File: config.mk
export PLATFORM = sky130hd
export DESIGN_NAME = mem_port_arbiter
export DESIGN_NICKNAME = d
export VERILOG_FILES = /design/src/rtl/mem_port_arbiter.sv
export SDC_FILE = /design/constraint.sdc
export NUM_CORES = 1
export LEC_CHECK = 0
export BUFFER_PORTS_ARGS = -buffer_cell sky130_fd_sc_hd__buf_2
export CAP_MARGIN = 15
export CELL_PAD_IN_SITES_DETAIL_PLACEMENT = 1
export CELL_PAD_IN_SITES_GLOBAL_PLACEMENT = 2
export CORE_MARGIN = 2
export CORE_UTILIZATION = 30
export CTS_CLUSTER_DIAMETER = 60
export DETAILED_ROUTE_END_ITERATION = 8
export GPL_TIMING_DRIVEN = 0
export PLACE_DENSITY = 0.9
export SLEW_MARGIN = 20
export SYNTH_ARGS = -nofsm -noshare
export SYNTH_HDL_FRONTEND = slang
export SYNTH_SLANG_ARGS = --single-unit
export TNS_END_PERCENT = 50
File: constraint.sdc
create_clock -name clk_i -period 3.8 [get_ports clk_i]
set_input_delay 0.57 -clock clk_i [delete_from_list [all_inputs] [get_ports clk_i]]
set_output_delay 0.57 -clock clk_i [all_outputs]
set_load 0.005 [all_outputs]
File: src/rtl/mem_port_arbiter.sv
`default_nettype none
// ============================================================================
// Module      : mem_port_arbiter
// Description : Merges NUM_CH busy-handshake requester ports onto one shared
//               memory port. Round-robin or fixed-priority arbitration, with
//               a bus timeout watchdog.
// Revision    : 1.0 - initial release
// ============================================================================
module mem_port_arbiter #(
    parameter int NUM_CH   = 2,
    parameter int AW       = 32,
    parameter int DW       = 32,
    parameter int ARB_MODE = 0,
    parameter int TIMEOUT  = 255
) (
    input  logic                 clk_i,
    input  logic                 rst_n_i,
    input  logic [NUM_CH-1:0]    req_en_i,
    input  logic [NUM_CH-1:0]    req_wen_i,
    input  logic [NUM_CH*AW-1:0] req_addr_i,
    input  logic [NUM_CH*DW-1:0] req_din_i,
    output logic [NUM_CH-1:0]    req_done_o,
    output logic [NUM_CH-1:0]    req_busy_o,
    output logic [NUM_CH-1:0]    req_err_o,
    output logic [DW-1:0]        rdata_o,
    output logic                 mem_en_o,
    output logic                 mem_wen_o,
    output logic [AW-1:0]        mem_addr_o,
    output logic [DW-1:0]        mem_din_o,
    input  logic                 mem_busy_i,
    input  logic [DW-1:0]        mem_dout_i,
    output logic [NUM_CH-1:0]    grant_o
);

    localparam int              c_PW      = (NUM_CH > 1) ? $clog2(NUM_CH) : 1;
    localparam logic [c_PW-1:0] c_LAST    = c_PW'(NUM_CH - 1);
    localparam logic [15:0]     c_TIMEOUT = 16'(TIMEOUT);
    localparam logic            c_WD_EN   = (TIMEOUT != 0);

    localparam logic [1:0] c_IDLE  = 2'd0;
    localparam logic [1:0] c_ISSUE = 2'd1;
    localparam logic [1:0] c_WAIT  = 2'd2;

    logic [1:0]        r_state;
    logic [1:0]        w_state_next;
    logic [NUM_CH-1:0] r_grant;
    logic [NUM_CH-1:0] r_done;
    logic [NUM_CH-1:0] r_err;
    logic [c_PW-1:0]   r_ptr;
    logic [15:0]       r_cnt;
    logic              r_mem_wen;
    logic [AW-1:0]     r_mem_addr;
    logic [DW-1:0]     r_mem_din;
    logic [DW-1:0]     r_rdata;
    logic              w_mem_en;

    logic [NUM_CH-1:0] w_req;
    logic              w_arb;
    logic [c_PW-1:0]   w_sel;
    logic [c_PW-1:0]   w_ptr_next;
    logic [15:0]       w_cnt_next;
    logic              w_active;
    logic              w_timeout;
    logic              w_accept;
    logic              w_complete;

    // A channel whose done is pulsing is still holding its old request.
    assign w_req      = req_en_i & ~r_done;
    assign w_arb      = (r_state == c_IDLE) && (|w_req) && (r_done == '0);
    assign w_ptr_next = (w_sel == c_LAST) ? '0 : w_sel + c_PW'(1);

    assign w_active   = (r_state == c_ISSUE) || (r_state == c_WAIT);
    assign w_cnt_next = (r_cnt == 16'hFFFF) ? r_cnt : r_cnt + 16'd1;
    assign w_timeout  = c_WD_EN && w_active && mem_busy_i && (w_cnt_next >= c_TIMEOUT);
    assign w_accept   = (r_state == c_ISSUE) && !mem_busy_i;
    assign w_complete = (r_state == c_WAIT) && !mem_busy_i;

    generate
        if (ARB_MODE == 1) begin : g_fixed
            always_comb begin
                w_sel = '0;
                for (int i = NUM_CH - 1; i >= 0; i--) begin
                    if (w_req[i]) begin
                        w_sel = c_PW'(i);
                    end
                end
            end
        end else begin : g_rr
            logic w_found;
            always_comb begin
                w_sel   = '0;
                w_found = 1'b0;
                for (int i = 0; i < NUM_CH; i++) begin
                    if (!w_found && w_req[(int'(r_ptr) + i) % NUM_CH]) begin
                        w_sel   = c_PW'((int'(r_ptr) + i) % NUM_CH);
                        w_found = 1'b1;
                    end
                end
            end
        end
    endgenerate

    always_ff @(posedge clk_i or negedge rst_n_i) begin
        if (!rst_n_i) begin
            r_state <= c_IDLE;
        end else begin
            r_state <= w_state_next;
        end
    end

    always_comb begin
        w_state_next = r_state;
        case (r_state)
            c_IDLE: begin
                if (w_arb) begin
                    w_state_next = c_ISSUE;
                end
            end
            c_ISSUE: begin
                if (w_timeout) begin
                    w_state_next = c_IDLE;
                end else if (w_accept) begin
                    w_state_next = c_WAIT;
                end
            end
            c_WAIT: begin
                if (w_complete || w_timeout) begin
                    w_state_next = c_IDLE;
                end
            end
            default: w_state_next = c_IDLE;
        endcase
    end

    always_comb begin
        w_mem_en = 1'b0;
        if (r_state == c_ISSUE) begin
            w_mem_en = 1'b1;
        end
    end

    always_ff @(posedge clk_i or negedge rst_n_i) begin
        if (!rst_n_i) begin
            r_grant    <= '0;
            r_done     <= '0;
            r_err      <= '0;
            r_ptr      <= '0;
            r_cnt      <= '0;
            r_mem_wen  <= 1'b0;
            r_mem_addr <= '0;
            r_mem_din  <= '0;
            r_rdata    <= '0;
        end else begin
            r_done <= '0;
            r_err  <= '0;
            if (w_arb) begin
                r_grant    <= NUM_CH'(1) << w_sel;
                r_ptr      <= w_ptr_next;
                r_cnt      <= '0;
                r_mem_wen  <= req_wen_i[w_sel];
                r_mem_addr <= req_addr_i[int'(w_sel)*AW +: AW];
                r_mem_din  <= req_din_i[int'(w_sel)*DW +: DW];
            end
            if (w_active && mem_busy_i) begin
                r_cnt <= w_cnt_next;
            end
            if (w_timeout) begin
                r_done  <= r_grant;
                r_err   <= r_grant;
                r_rdata <= '0;
                r_grant <= '0;
            end else if (w_complete) begin
                r_done  <= r_grant;
                r_rdata <= r_mem_wen ? '0 : mem_dout_i;
                r_grant <= '0;
            end
        end
    end

    assign req_done_o = r_done;
    assign req_busy_o = req_en_i & ~r_done;
    assign req_err_o  = r_err;
    assign rdata_o    = r_rdata;
    assign mem_en_o   = w_mem_en;
    assign mem_wen_o  = r_mem_wen;
    assign mem_addr_o = r_mem_addr;
    assign mem_din_o  = r_mem_din;
    assign grant_o    = r_grant;

endmodule
`default_nettype wire
; Word-level counts from Yosys, hierarchy flattened
; Cells that the tools add are included.
[op_classes]
n_addsub = 3
n_lt_le_gt_ge = 4
eq_ne = 6
shift = 3
mux = 29
n_bitwise = 3
n_reduce_logical = 18
[ops]
columns = operator, n
row1 = $shiftx 64x7->32, 2
row2 = $mux 32, 3
row3 = $mux 16, 3
row4 = $mux 2, 10
row5 = $add 16x1->16 const B, 1
row6 = $eq 16x16->1 const B, 1
row7 = $ge 16x8->1 const B, 1
row8 = $mux 1, 12
row9 = $logic_and 1x1->1, 7
row10 = $pmux 2 s3, 1
row11 = $logic_not 2->1, 2
row12 = $lt 1x2->1 const B, 2
row13 = $reduce_bool 2->1, 2
row14 = $lt 2x3->1 const B, 1
row15 = $ne 3x3->1 const B, 1
row16 = $reduce_and 3->1, 1
row17 = $reduce_bool 3->1, 1
row18 = $add 1x1->1 const B, 2
row19 = $and 2x2->2, 1
row20 = $eq 2x1->1 const B, 1
row21 = $eq 2x2->1 const B, 1
row22 = $logic_not 1->1, 2
row23 = $logic_or 1x1->1, 2
row24 = $ne 2x1->1 const B, 1
row25 = other kinds (5), 5
[word_totals]
register_bits = 122
input_bits = 167
output_inout_bits = 106
word_cells = 76

; Logic depth before layout (Yosys ltp)
; Gate-level depths: netlist of run 1.
[depth]
depth_word = 12
mapped_depth = 9
ltp_nobuf = 7

; Worst setup path after synthesis of run 1
; Ideal clock, no wire load.
[synth_path]
kind = flip-flop to flip-flop
from = register r_cnt[0]
to = register r_grant[1], in the netlist grant_o[1]
setup_time_ns = 0.094
arrival_time_ns = 2.413
required_time_ns = 3.706
setup_slack_ns = 1.293
path_stages_with_launch = 9
n_path_buf = 1
synth_period_minus_slack_ns = 2.507
path_cell_list = dfrtp_1 ha_1 nand3_2 nor3_1 mux2i_1 a21oi_1 or4b_1 buf_6 a221oi_2
[synth_via]
elab_chain_cells = 5
word_cells_on_any_way = 7
classes_between = add/sub (1) / order compare (1) / eq/ne (1) / mux (2) / reduce/logical (2)
[synth_lines]
columns = element, line_no
row1 = start: declaration, 50  ; logic [15:0] r_cnt;
row2 = start signal: assignment, 165  ; r_cnt <= w_cnt_next;
row3 = $add 16x1->16 / $eq 16x16->1 (equally long branches), 73  ; assign w_cnt_next = (r_cnt == 16'hFFFF) ? r_cnt : r_cnt + 16'd1;
row4 = $mux 16 (*), 73
row5 = $ge 16x8->1 (*), 74  ; assign w_timeout = c_WD_EN && w_active && mem_busy_i && (w_cnt_next >= c_TIMEOUT);
row6 = $logic_and 1x1->1 (*), 74
row7 = $reduce_bool 3->1 (no source line) / $mux 2 (equally long branches), n/a
row8 = end signal: assignment, 157  ; r_grant <= NUM_CH'(1) << w_sel;
row9 = end: declaration, 46  ; logic [NUM_CH-1:0] r_grant;
; Every way passes the cells marked *; elsewhere a longest branch is shown, timed or not.
; A chain may end at the register's enable or synchronous reset.

; Worst setup path in the final report of run 1
[layout_path]
from = register r_cnt[0]
to = register r_rdata[12], in the netlist rdata_o[12]
[layout_via]
elab_chain_cells = 5
word_cells_on_any_way = 7
classes_between = add/sub (1) / order compare (1) / eq/ne (1) / mux (2) / reduce/logical (2)
[layout_lines]
columns = element, line_no
row1 = $add 16x1->16 / $eq 16x16->1 (equally long branches), 73
row2 = $mux 16 (*), 73
row3 = $ge 16x8->1 (*), 74
row4 = $logic_and 1x1->1 (*), 74
row5 = $mux 32 / $reduce_bool 2->1 (equally long branches), n/a
row6 = end signal: assignment, 174  ; r_rdata <= r_mem_wen ? '0 : mem_dout_i;
row7 = end: declaration, 54  ; logic [DW-1:0] r_rdata;
; Marks and branches as above.

==> flow_metrics.tcl, run 1 <==
set metrics [dict create \
    status "complete, no violations" \
    critPathMaxStageDelay_ns 0.55 \
    endpoint_kind "flip-flop" \
    critPathArrivalTime_ns 3.23 \
    worst_ep_required_time_ns 4.15 \
    relSlewSlack_pct 49.11 \
    synth_area_leaders "dfrtp_1, mux2i_1, o21ai_0" \
    num_vias 5860 \
    crit_type "flip-flop to flip-flop" \
    cts.sinks 122 \
    reg2regPathDepth 9 \
    synth_area_per_cell_um2 10.09 \
    cts_root_buffer "clkbuf_16" \
    ys_async_sr_fraction_pct 100.0 \
    grt_pass1_wl_mm 33.45 \
    gp_congestion 0.8806 \
    cp_num_buf_inv 2 \
    synth_top_family_by_area "compound AO/OA/AOI/OAI gates" \
    crit_chain "ha_1, nand3_2, nor3_1, mux2i_1, a21oi_1, or4b_1, buf_6, buf_12, a21oi_2" \
    cts_tree "built" \
    ir_drop_uv 318.7 \
    firstDrtPassIters 4 \
    die_height_um 148.2 \
    synthMuxAreaShare_pct 11.57 \
    syn_to_final_growth_pct 37.03 \
    drt-total-wl_mm 21.40 \
    core.rowCount 52 \
    cts_resized 0 \
    num_antenna_cells 0 \
    hold_buffers 0 \
    synthFlopType "dfrtp_1" \
    max_cap_violations 0 \
    critPathTopFamily "simple AND/OR/NAND/NOR gates" \
    die_area_um2 21960 \
    first_iter_violations 162 \
    synth_compound_area_share_pct 17.05 \
    cts_buffers 17 \
    post_drt_wl_per_cell_um 17.94 \
    netlist_instances 618 \
    io_buffer_count 272 \
    max_freq_mhz 347.1 \
    yosysMostFrequentCell "dfrtp_1" \
    finalSetupTns_ns 0 \
    start_util_pct 30.73 \
    core-area_um2 20300 \
    final_layout_size_suffix_gt1_share_pct 39.54 \
    fin_crit_ns 2.881 \
    worstSkewPairLatency_ns 0.43 \
    synth_top_area_share_pct 48.95 \
    grt_max_degree 65 \
    synth_seq_cells 122 \
    synthAdderAreaFrac_pct 0.8024 \
    synth_fp_nets 789 \
    drv_slew 0 \
    route.detailed.drc 0 \
    fin_crit_sh_pct 75.82 \
    grt_pass1_vias 6077 \
    ios 273 \
    ys_seq_area_share_pct 48.95 \
    power.leakage_nw 4.144 \
    crit_path_top_delay_cell "or4b_1" \
    cts_buffer_depth 2 \
    post_cts_buffers 0 \
    hpwl_mm 16.45 \
    synth_common_cells "dfrtp_1, nand2_1, o21ai_0, mux2i_1, a21oi_1" \
    syn_area_um2 6237 \
    finalClockSkew_ns 0.01388 \
    ant_nets 0 \
    power_mw 5.993 \
    synthXorXnorAreaFrac_pct 0.2808 \
    hold_violations 0 \
    synth.distinct_cells 59 \
    synth_warnings 0 \
    cts_max_level 4 \
    layout.nets 1081 \
    die-width_um 148.2 \
    start_kind "flip-flop" \
    rsz0062_at_grt "no" \
    clk_pin_slew_ns 0.06 \
    grt.overflow.total 0 \
    synth_edf_count 0 \
    viasPerCell 4.912 \
    worst_pin_slew_ns 0.7606 \
    yosys.area.top_type "dfrtp_1" \
    grt_use_total_pct 19.69 \
    antenna_found_initial 0 \
    cp.depth 9 \
    p_per_area_nw_per_um2 701.2 \
    setup_viol 0 \
    hold_path.class "input pin to asynchronous set/reset pin" \
    path_max_fanout 10 \
    synth-simple-area-share_pct 16.13 \
]
## kinds of logic (layout without fill, tap and decap cells)
kind of cell | after synthesis | in the layout
and+or+nand+nor | 193 | 193
AOI/OAI and AO/OA | 173 | 173
DFF | 122 | 122
muxes | 72 | 72
buffers and inverters | 52 | 357
adders and majority gates | 4 | 4
xor gates and xnor gates | 2 | 2
## state kept, by name, indices dropped and copies added, names as in the netlist
signal      cells
mem_wen_o       1
rdata_o        32
req_err_o       2
mem_addr_o     32
r_cnt          16
req_done_o      2
r_state         2
mem_din_o      32
r_ptr           1
grant_o         2
## layer usage
metal / track usage (%) / part of all wire, % / vias up
li1: - / - / 2793
met1: 23.14 / 41 / 2864
met3: 6.135 / 6.2 / 18
met2: 34.70 / 51 / 185
met5: 0 / 0 / -
met4: 5.571 / 1.5 / 0
## worst paths after layout
kind | start | to | slack, ns
max in group asynchronous | rst_n_i | mem_din_o[8]$_DFFE_PN0P_ | 3.03
setup reg to reg | r_cnt[0]$_DFFE_PN0P_ | rdata_o[12]$_DFFE_PN0P_ | 0.92
hold reg to reg | mem_din_o[14]$_DFFE_PN0P_ | mem_din_o[14]$_DFFE_PN0P_ | 0.47
setup / recovery | r_cnt[0]$_DFFE_PN0P_ | rdata_o[12]$_DFFE_PN0P_ | 0.92
hold / removal | rst_n_i | rdata_o[30]$_DFFE_PN0P_ | 0.09
min in group clk_i | req_din_i[53] | mem_din_o[21]$_DFFE_PN0P_ | 0.43
## report_power, final
part / switching [mW] / internal [mW] / total (mW) / leakage, nW
combinational: 1.37 / 0.920 / 2.29 / 2.33
sequential: 0.296 / 1.83 / 2.12 / 1.55
clock: 0.654 / 0.927 / 1.58 / 0.267
total: 2.32 / 3.67 / 5.99 / 4.14
## final cells by class
cell class | count | area, µm²
buffer | 47 | 306.5
clock buffer | 18 | 439.2
clock inverter | 14 | 133.9
fill | 2430 | 11750
inverter | 5 | 18.77
multi-input combinational | 444 | 2859
sequential | 122 | 3053
tap | 270 | 337.8
timing repair buffer | 273 | 1399
## per-stage QoR
step / worst slack (ns) / hold slack [ns] / util [%] / area [µm²] / instances
3_3_place_gp: 0.4415 / 0.4561 / 39.10 / 7936 / 1160
3_5_place_dp: 0.9278 / 0.4653 / 39.28 / 7974 / 1161
5_1_grt: 0.6573 / 0.1133 / 42.10 / 8547 / 1193
4_1_cts: 0.9220 / 0.09859 / 42.10 / 8547 / 1193
6_report: 0.9187 / 0.08678 / 42.10 / 8547 / 1193
2_1_floorplan: 1.293 / 0.2744 / - / 6237 / 618
## cell usage in the layout, fill, tap and decap left out, types with 6 or more instances in the layout
cell type      netlist  final
nor2_1              17     17
dfrtp_1            122    122
inv_6                0      6
nand2_1             90     90
nor3b_1             33     33
dlygate4sd3_1        6      6
nor4_1               6      6
buf_2                4    275
clkbuf_16            0     17
nor3_1               7      7
nand3_1             10     10
mux2i_1             71     71
clkbuf_1            24     24
o21ai_0             74     74
a21oi_2             30     30
a21oi_1             44     44
Note: power is estimated with default switching activity, not from simulation.
==> run 2, diff against run 1 <==
Settings changed: CORE_UTILIZATION 30 to 25, PLACE_DENSITY 0.9 to 0.8.
Clock period 3.8 ns to 2.4 ns, I/O delays scaled along.
==> run 2 against run 1 <==
- the run now ends with negative setup slack left
- worst setup slack worse by 0.94 ns
- combinational power up 60%
- fmax up 19%
- critical path depth unchanged
- routed wire length down 1.1%
- via count down 0.34%
- global-route usage down 3.4 points
- core utilization down 5.6 points
- largest power group unchanged
==> flow_metrics.tcl, run 2 (same netlist as run 1, synthesis figures left out) <==
set metrics [dict create \
    internal_power_mw 5.965 \
    critPathMaxStageDelay_ns 0.57 \
    power.switching_mw 3.707 \
    clk_pin_slew_ns 0.07 \
    crit_type "flip-flop to flip-flop" \
    syn_to_final_growth_pct 42.81 \
    fin_crit_ns 2.417 \
    die_height_um 162.0 \
    core.rowCount 57 \
    fin_crit_sh_pct 100.7 \
    max_cap_violations 0 \
    first_iter_violations 179 \
    status "finished with violations" \
    ant_nets 0 \
    power_mw 9.672 \
    cts_root_buffer "clkbuf_16" \
    cts.sinks 122 \
    cts_buffers 17 \
    hold_violations 0 \
    p_clk_share_pct 27.2 \
    violations "negative setup slack" \
    drv_slew 0 \
    max_freq_mhz 413.7 \
    grt_max_degree 70 \
    grt_use_total_pct 16.27 \
    final_layout_size_suffix_gt1_share_pct 43.09 \
    finalClockSkew_ns 0.01539 \
    endpoint_kind "flip-flop" \
    io_buffer_count 272 \
    num_vias 5840 \
    p_comb_share_pct 38.0 \
    hpwl_mm 15.90 \
    relSlewSlack_pct 50.04 \
    final_cell_mix "buf_2, dfrtp_1, nand2_1" \
    p_per_area_nw_per_um2 1086 \
    setup_viol 19 \
    start_util_pct 25.57 \
    path_common_cell "buf_12" \
    grt.overflow.total 0 \
    n_fill_cell 2923 \
    hold_path.class "input pin to flip-flop" \
    viasPerCell 4.617 \
    place_ws_ns -0.6929 \
    ios 273 \
    cts_max_level 4 \
    cts_tree "built" \
    worst_ep_required_time_ns 2.74 \
    start_kind "flip-flop" \
    grt_pass1_wl_mm 33.68 \
    rsz0062_at_grt "yes" \
    firstDrtPassIters 4 \
    final_common_cell "buf_2" \
    grt_pass1_vias 6212 \
    power.share.sequential_pct 34.8 \
    crit_chain "ha_4, and3_4, a211oi_2, a31o_2, nand4_1, or4b_4, buf_12, buf_12, a21oi_2" \
    antenna_found_initial 1 \
    layout_setup_ws_ns -0.01695 \
    worstSkewPairLatency_ns 0.41 \
    path_max_fanout 10 \
    core-area_um2 24390 \
    power.leakage_nw 4.330 \
    die_area_um2 26230 \
    p_sw_share_pct 38.33 \
    route.detailed.drc 0 \
    finalSetupTns_ns -0.1443 \
    critPathArrivalTime_ns 2.75 \
    worst_pin_slew_ns 0.7494 \
    ir_drop_uv 380.2 \
    layout.nets 1098 \
    crit_path_top_delay_cell "or4b_4" \
    gp_congestion 0.7812 \
    drt-total-wl_mm 21.17 \
    die-width_um 162.0 \
    cts_buffer_depth 2 \
    post_drt_wl_per_cell_um 16.73 \
]
-- run 2: layout make-up --
| class | count | area (µm²) | share of cell area, % |
|---|---|---|---|
| antenna | 1 | 2.502 | 0.02809 |
| buffer | 47 | 344.1 | 3.863 |
| clock buffer | 18 | 429.2 | 4.818 |
| clock inverter | 14 | 162.7 | 1.826 |
| inverter | 5 | 18.77 | 0.2107 |
| multi-input combinational | 444 | 2958 | 33.21 |
| sequential | 122 | 3058 | 34.33 |
| tap | 324 | 405.4 | 4.551 |
| timing repair buffer | 290 | 1529 | 17.17 |
-- run 2: metrics by stage --
step,util [%],hold WS [ns],area (µm²),instances
6_report,36.52,0.2350,8907,1265
5_1_grt,36.52,0.2359,8907,1265
4_1_cts,35.79,0.2192,8728,1250
3_5_place_dp,33.00,0.3163,8049,1215
3_3_place_gp,32.85,0.4555,8011,1214
2_1_floorplan,-,0.06441,6245,618
-- run 2: repair_timing --
item | in CTS | in global routing
gates resized for setup | 20 | 20
cloned | 0 | 0
pin swaps | 3 | 12
buffers inserted | 2 | 14
endpoints found under the setup margin | 99 | 68
hold endpoints to repair | 53 | 0
hold buffers | 1 | 0
-- run 2: final timing paths --
check | to | slack, ns | startpoint | cells after the start
min in group asynchronous | rdata_o[8]$_DFFE_PN0P_ | 0.45 | rst_n_i | 2
hold reg to reg | mem_addr_o[30]$_DFFE_PN0P_ | 0.47 | mem_addr_o[30]$_DFFE_PN0P_ | 2
max in group asynchronous | mem_addr_o[12]$_DFFE_PN0P_ | 1.23 | rst_n_i | 3
setup / recovery | rdata_o[15]$_DFFE_PN0P_ | -0.02 | r_cnt[1]$_DFFE_PN0P_ | 9
setup reg to reg | rdata_o[15]$_DFFE_PN0P_ | -0.02 | r_cnt[1]$_DFFE_PN0P_ | 9
hold / removal | mem_din_o[3]$_DFFE_PN0P_ | 0.23 | req_din_i[3] | 3
-- run 2: power groups by stage --
stage | Combinational [mW] | Clock (mW) | Sequential [mW]
after global placement | 3.63 | 0 | 3.37
after floorplan | 1.83 | 0 | 3.42
final | 3.67 | 2.63 | 3.37
after detailed placement | 3.70 | 0 | 3.41
after CTS | 3.73 | 2.70 | 3.39
after global routing | 4.17 | 2.78 | 3.49
-- run 2: per-layer routing --
layer  share of wire (%)  GRT usage (%)
met1                  44          20.64
met2                  48          27.16
met3                 6.4          4.622
met4                 1.6          4.545
met5                   0              0
-- run 2: worst max-delay path, delay by kind of cell (launching register included) --
kind,cells,cell delay [ns]
and+or+nand+nor,3,0.94
DFF,1,0.44
AOI/OAI and AO/OA,3,0.43
buffers and inverters,2,0.31
adders and majority gates,1,0.20
==> run 3, diff against run 2 <==
Settings changed: CORE_UTILIZATION 25 to 30, PLACE_DENSITY 0.8 to 0.9.
Clock period 2.4 ns to 2.8 ns, I/O delays scaled along.
==> run 3 against run 2 <==
- the run now ends clean
- critical path type unchanged
- final area shrank 3.3%
- clock power shrank 18%
- largest power group unchanged
- routed wire length grew 1.6%
- clock skew shrank 0.0011 ns
- highest routed layer unchanged
- die area shrank 16%
- final cell count shrank 5.5%
- register-to-register slack gained 0.20 ns
- core utilization grew 5.9 points
- power shrank 16%
- largest cell class unchanged
- worst hold slack gained 0.042 ns
==> flow_metrics.tcl, run 3 (same netlist as run 1, synthesis figures left out) <==
set metrics [dict create \
    core-area_um2 20300 \
    cp_num_buf_inv 2 \
    num_vias 5908 \
    place_ws_ns -0.04673 \
    cts_buffers 17 \
    cts_max_level 4 \
    layout.nets 1084 \
    gp_congestion 0.8806 \
    final_util_pct 42.42 \
    holdPathStages 3 \
    r2r_slack_ns 0.19 \
    firstDrtPassIters 4 \
    cts.sinks 122 \
    drt-total-wl_mm 21.50 \
    clk_pin_slew_ns 0.07 \
    core.rowCount 52 \
    route.detailed.drc 0 \
    endpoint_kind "flip-flop" \
    rr_endpoint "rdata_o[12]$_DFFE_PN0P_" \
    viasPerCell 4.940 \
    layout_setup_ws_ns 0.1875 \
    final_cell_mix "buf_2, dfrtp_1, nand2_1" \
    start_kind "flip-flop" \
    power.leakage_nw 4.194 \
    cts_buffer_depth 2 \
    worstSkewPairLatency_ns 0.43 \
    critPathTopFamily "simple AND/OR/NAND/NOR gates" \
    crit_type "flip-flop to flip-flop" \
    final_layout_size_suffix_gt1_share_pct 40.06 \
    finalSetupTns_ns 0 \
    hpwl_mm 16.45 \
    cts_tree "built" \
    first_iter_violations 167 \
    antenna_found_initial 0 \
    worst_ep_required_time_ns 3.15 \
    p_per_area_nw_per_um2 947.2 \
    hold_path.class "input pin to flip-flop" \
    reg2regPathDepth 9 \
    start_util_pct 30.73 \
    grt_pass1_wl_mm 33.44 \
    drv_slew 0 \
    min_to "mem_din_o[21]$_DFFE_PN0P_" \
    worst_pin_slew_ns 0.7505 \
    path_max_fanout 10 \
    post_drt_wl_per_cell_um 17.98 \
    ios 273 \
    setup_viol 0 \
    die-width_um 148.2 \
    grt_pass1_vias 6080 \
    fin_crit_sh_pct 93.30 \
    crit_path_top_delay_cell "or4b_1" \
    finalClockSkew_ns 0.01428 \
    io_buffer_count 272 \
    max_freq_mhz 382.8 \
    ant_nets 0 \
    cts_root_buffer "clkbuf_16" \
    status "complete, no violations" \
    critPathMaxStageDelay_ns 0.55 \
    postPlaceCellArea_um2 7974 \
    die_height_um 148.2 \
    max_cap_violations 0 \
    num_antenna_cells 0 \
    die_area_um2 21960 \
    r2r-start "r_cnt[0]$_DFFE_PN0P_" \
    power_mw 8.157 \
    final_common_cell "buf_2" \
    fin_crit_ns 2.612 \
    grt_use_total_pct 19.69 \
    grt.overflow.total 0 \
    grt_max_degree 65 \
    hold_violations 0 \
    min-delay-start "req_din_i[53]" \
    crit_chain "ha_4, and3_4, nand2_4, nor4_1, a21oi_1, or4b_1, buf_6, buf_12, a21oi_2" \
    syn_to_final_growth_pct 38.07 \
    ir_drop_uv 412.6 \
    critPathArrivalTime_ns 2.96 \
    relSlewSlack_pct 49.96 \
    postLayoutCellArea_um2 8612 \
]
run 3: worst reg2reg max path: stages (launching register included):
cell     delay (ns)
dfrtp_1        0.48
ha_4           0.24
and3_4         0.23
nand2_4        0.07
nor4_1         0.37
a21oi_1        0.12
or4b_1         0.55
buf_6          0.18
buf_12         0.16
a21oi_2        0.14
run 3: worst max path at each step:
| stage | from | endpoint | slack [ns] | depth (start not counted) |
|---|---|---|---|---|
| 3_3_place_gp | rst_n_i | mem_din_o[8]$_DFFE_PN0P_ | -0.41 | 1 |
| 4_1_cts | r_cnt[0]$_DFFE_PN0P_ | rdata_o[24]$_DFFE_PN0P_ | 0.05 | 9 |
| 6_report | r_cnt[0]$_DFFE_PN0P_ | rdata_o[12]$_DFFE_PN0P_ | 0.19 | 9 |
| 2_1_floorplan | r_cnt[0]$_DFFE_PN0P_ | grant_o[1]$_DFFE_PN0P_ | 0.29 | 8 |
| 5_1_grt | r_cnt[0]$_DFFE_PN0P_ | rdata_o[11]$_DFFE_PN0P_ | -0.01 | 9 |
| 3_5_place_dp | r_cnt[0]$_DFFE_PN0P_ | rdata_o[24]$_DFFE_PN0P_ | -0.05 | 9 |
run 3: cell type report:
cell class | instances | area (µm²)
tap | 270 | 337.8
clock inverter | 14 | 133.9
multi-input combinational | 444 | 2897
timing repair buffer | 276 | 1424
clock buffer | 18 | 439.2
sequential | 122 | 3053
buffer | 47 | 309.0
inverter | 5 | 18.77
fill | 2426 | 11690
run 3: report_power, final:
group          internal (mW)  switching, mW  leakage [nW]  total, mW
clock                   1.26          0.890         0.267       2.15
combinational           1.26           1.86          2.38       3.12
sequential              2.48          0.407          1.55       2.89
run 3: metal layers:
layer / global-route usage, % / wire length [µm] / vias up / share of wire [%]
met5: 0 / 0 / - / 0
met4: 5.571 / 344 / 0 / 1.6
met3: 6.135 / 1390 / 20 / 6.5
met2: 34.70 / 10960 / 200 / 51
met1: 23.12 / 8801 / 2888 / 41
li1: - / - / 2800 / -
run 3: stage by stage:
step	hold WS, ns	instances
after floorplan	0.1244	618
after global placement	0.4561	1160
after detailed placement	0.3970	1161
after CTS	0.2693	1194
after global routing	0.2813	1196
final	0.2767	1196
run 3: repair_timing:
item | in CTS | in global routing
endpoints found under the hold margin | 63 | 0
hold buffers | 1 | 0
setup buffers | 0 | 2
pin swaps | 0 | 1
resized for setup | 2 | 7
setup endpoints to repair | 57 | 39
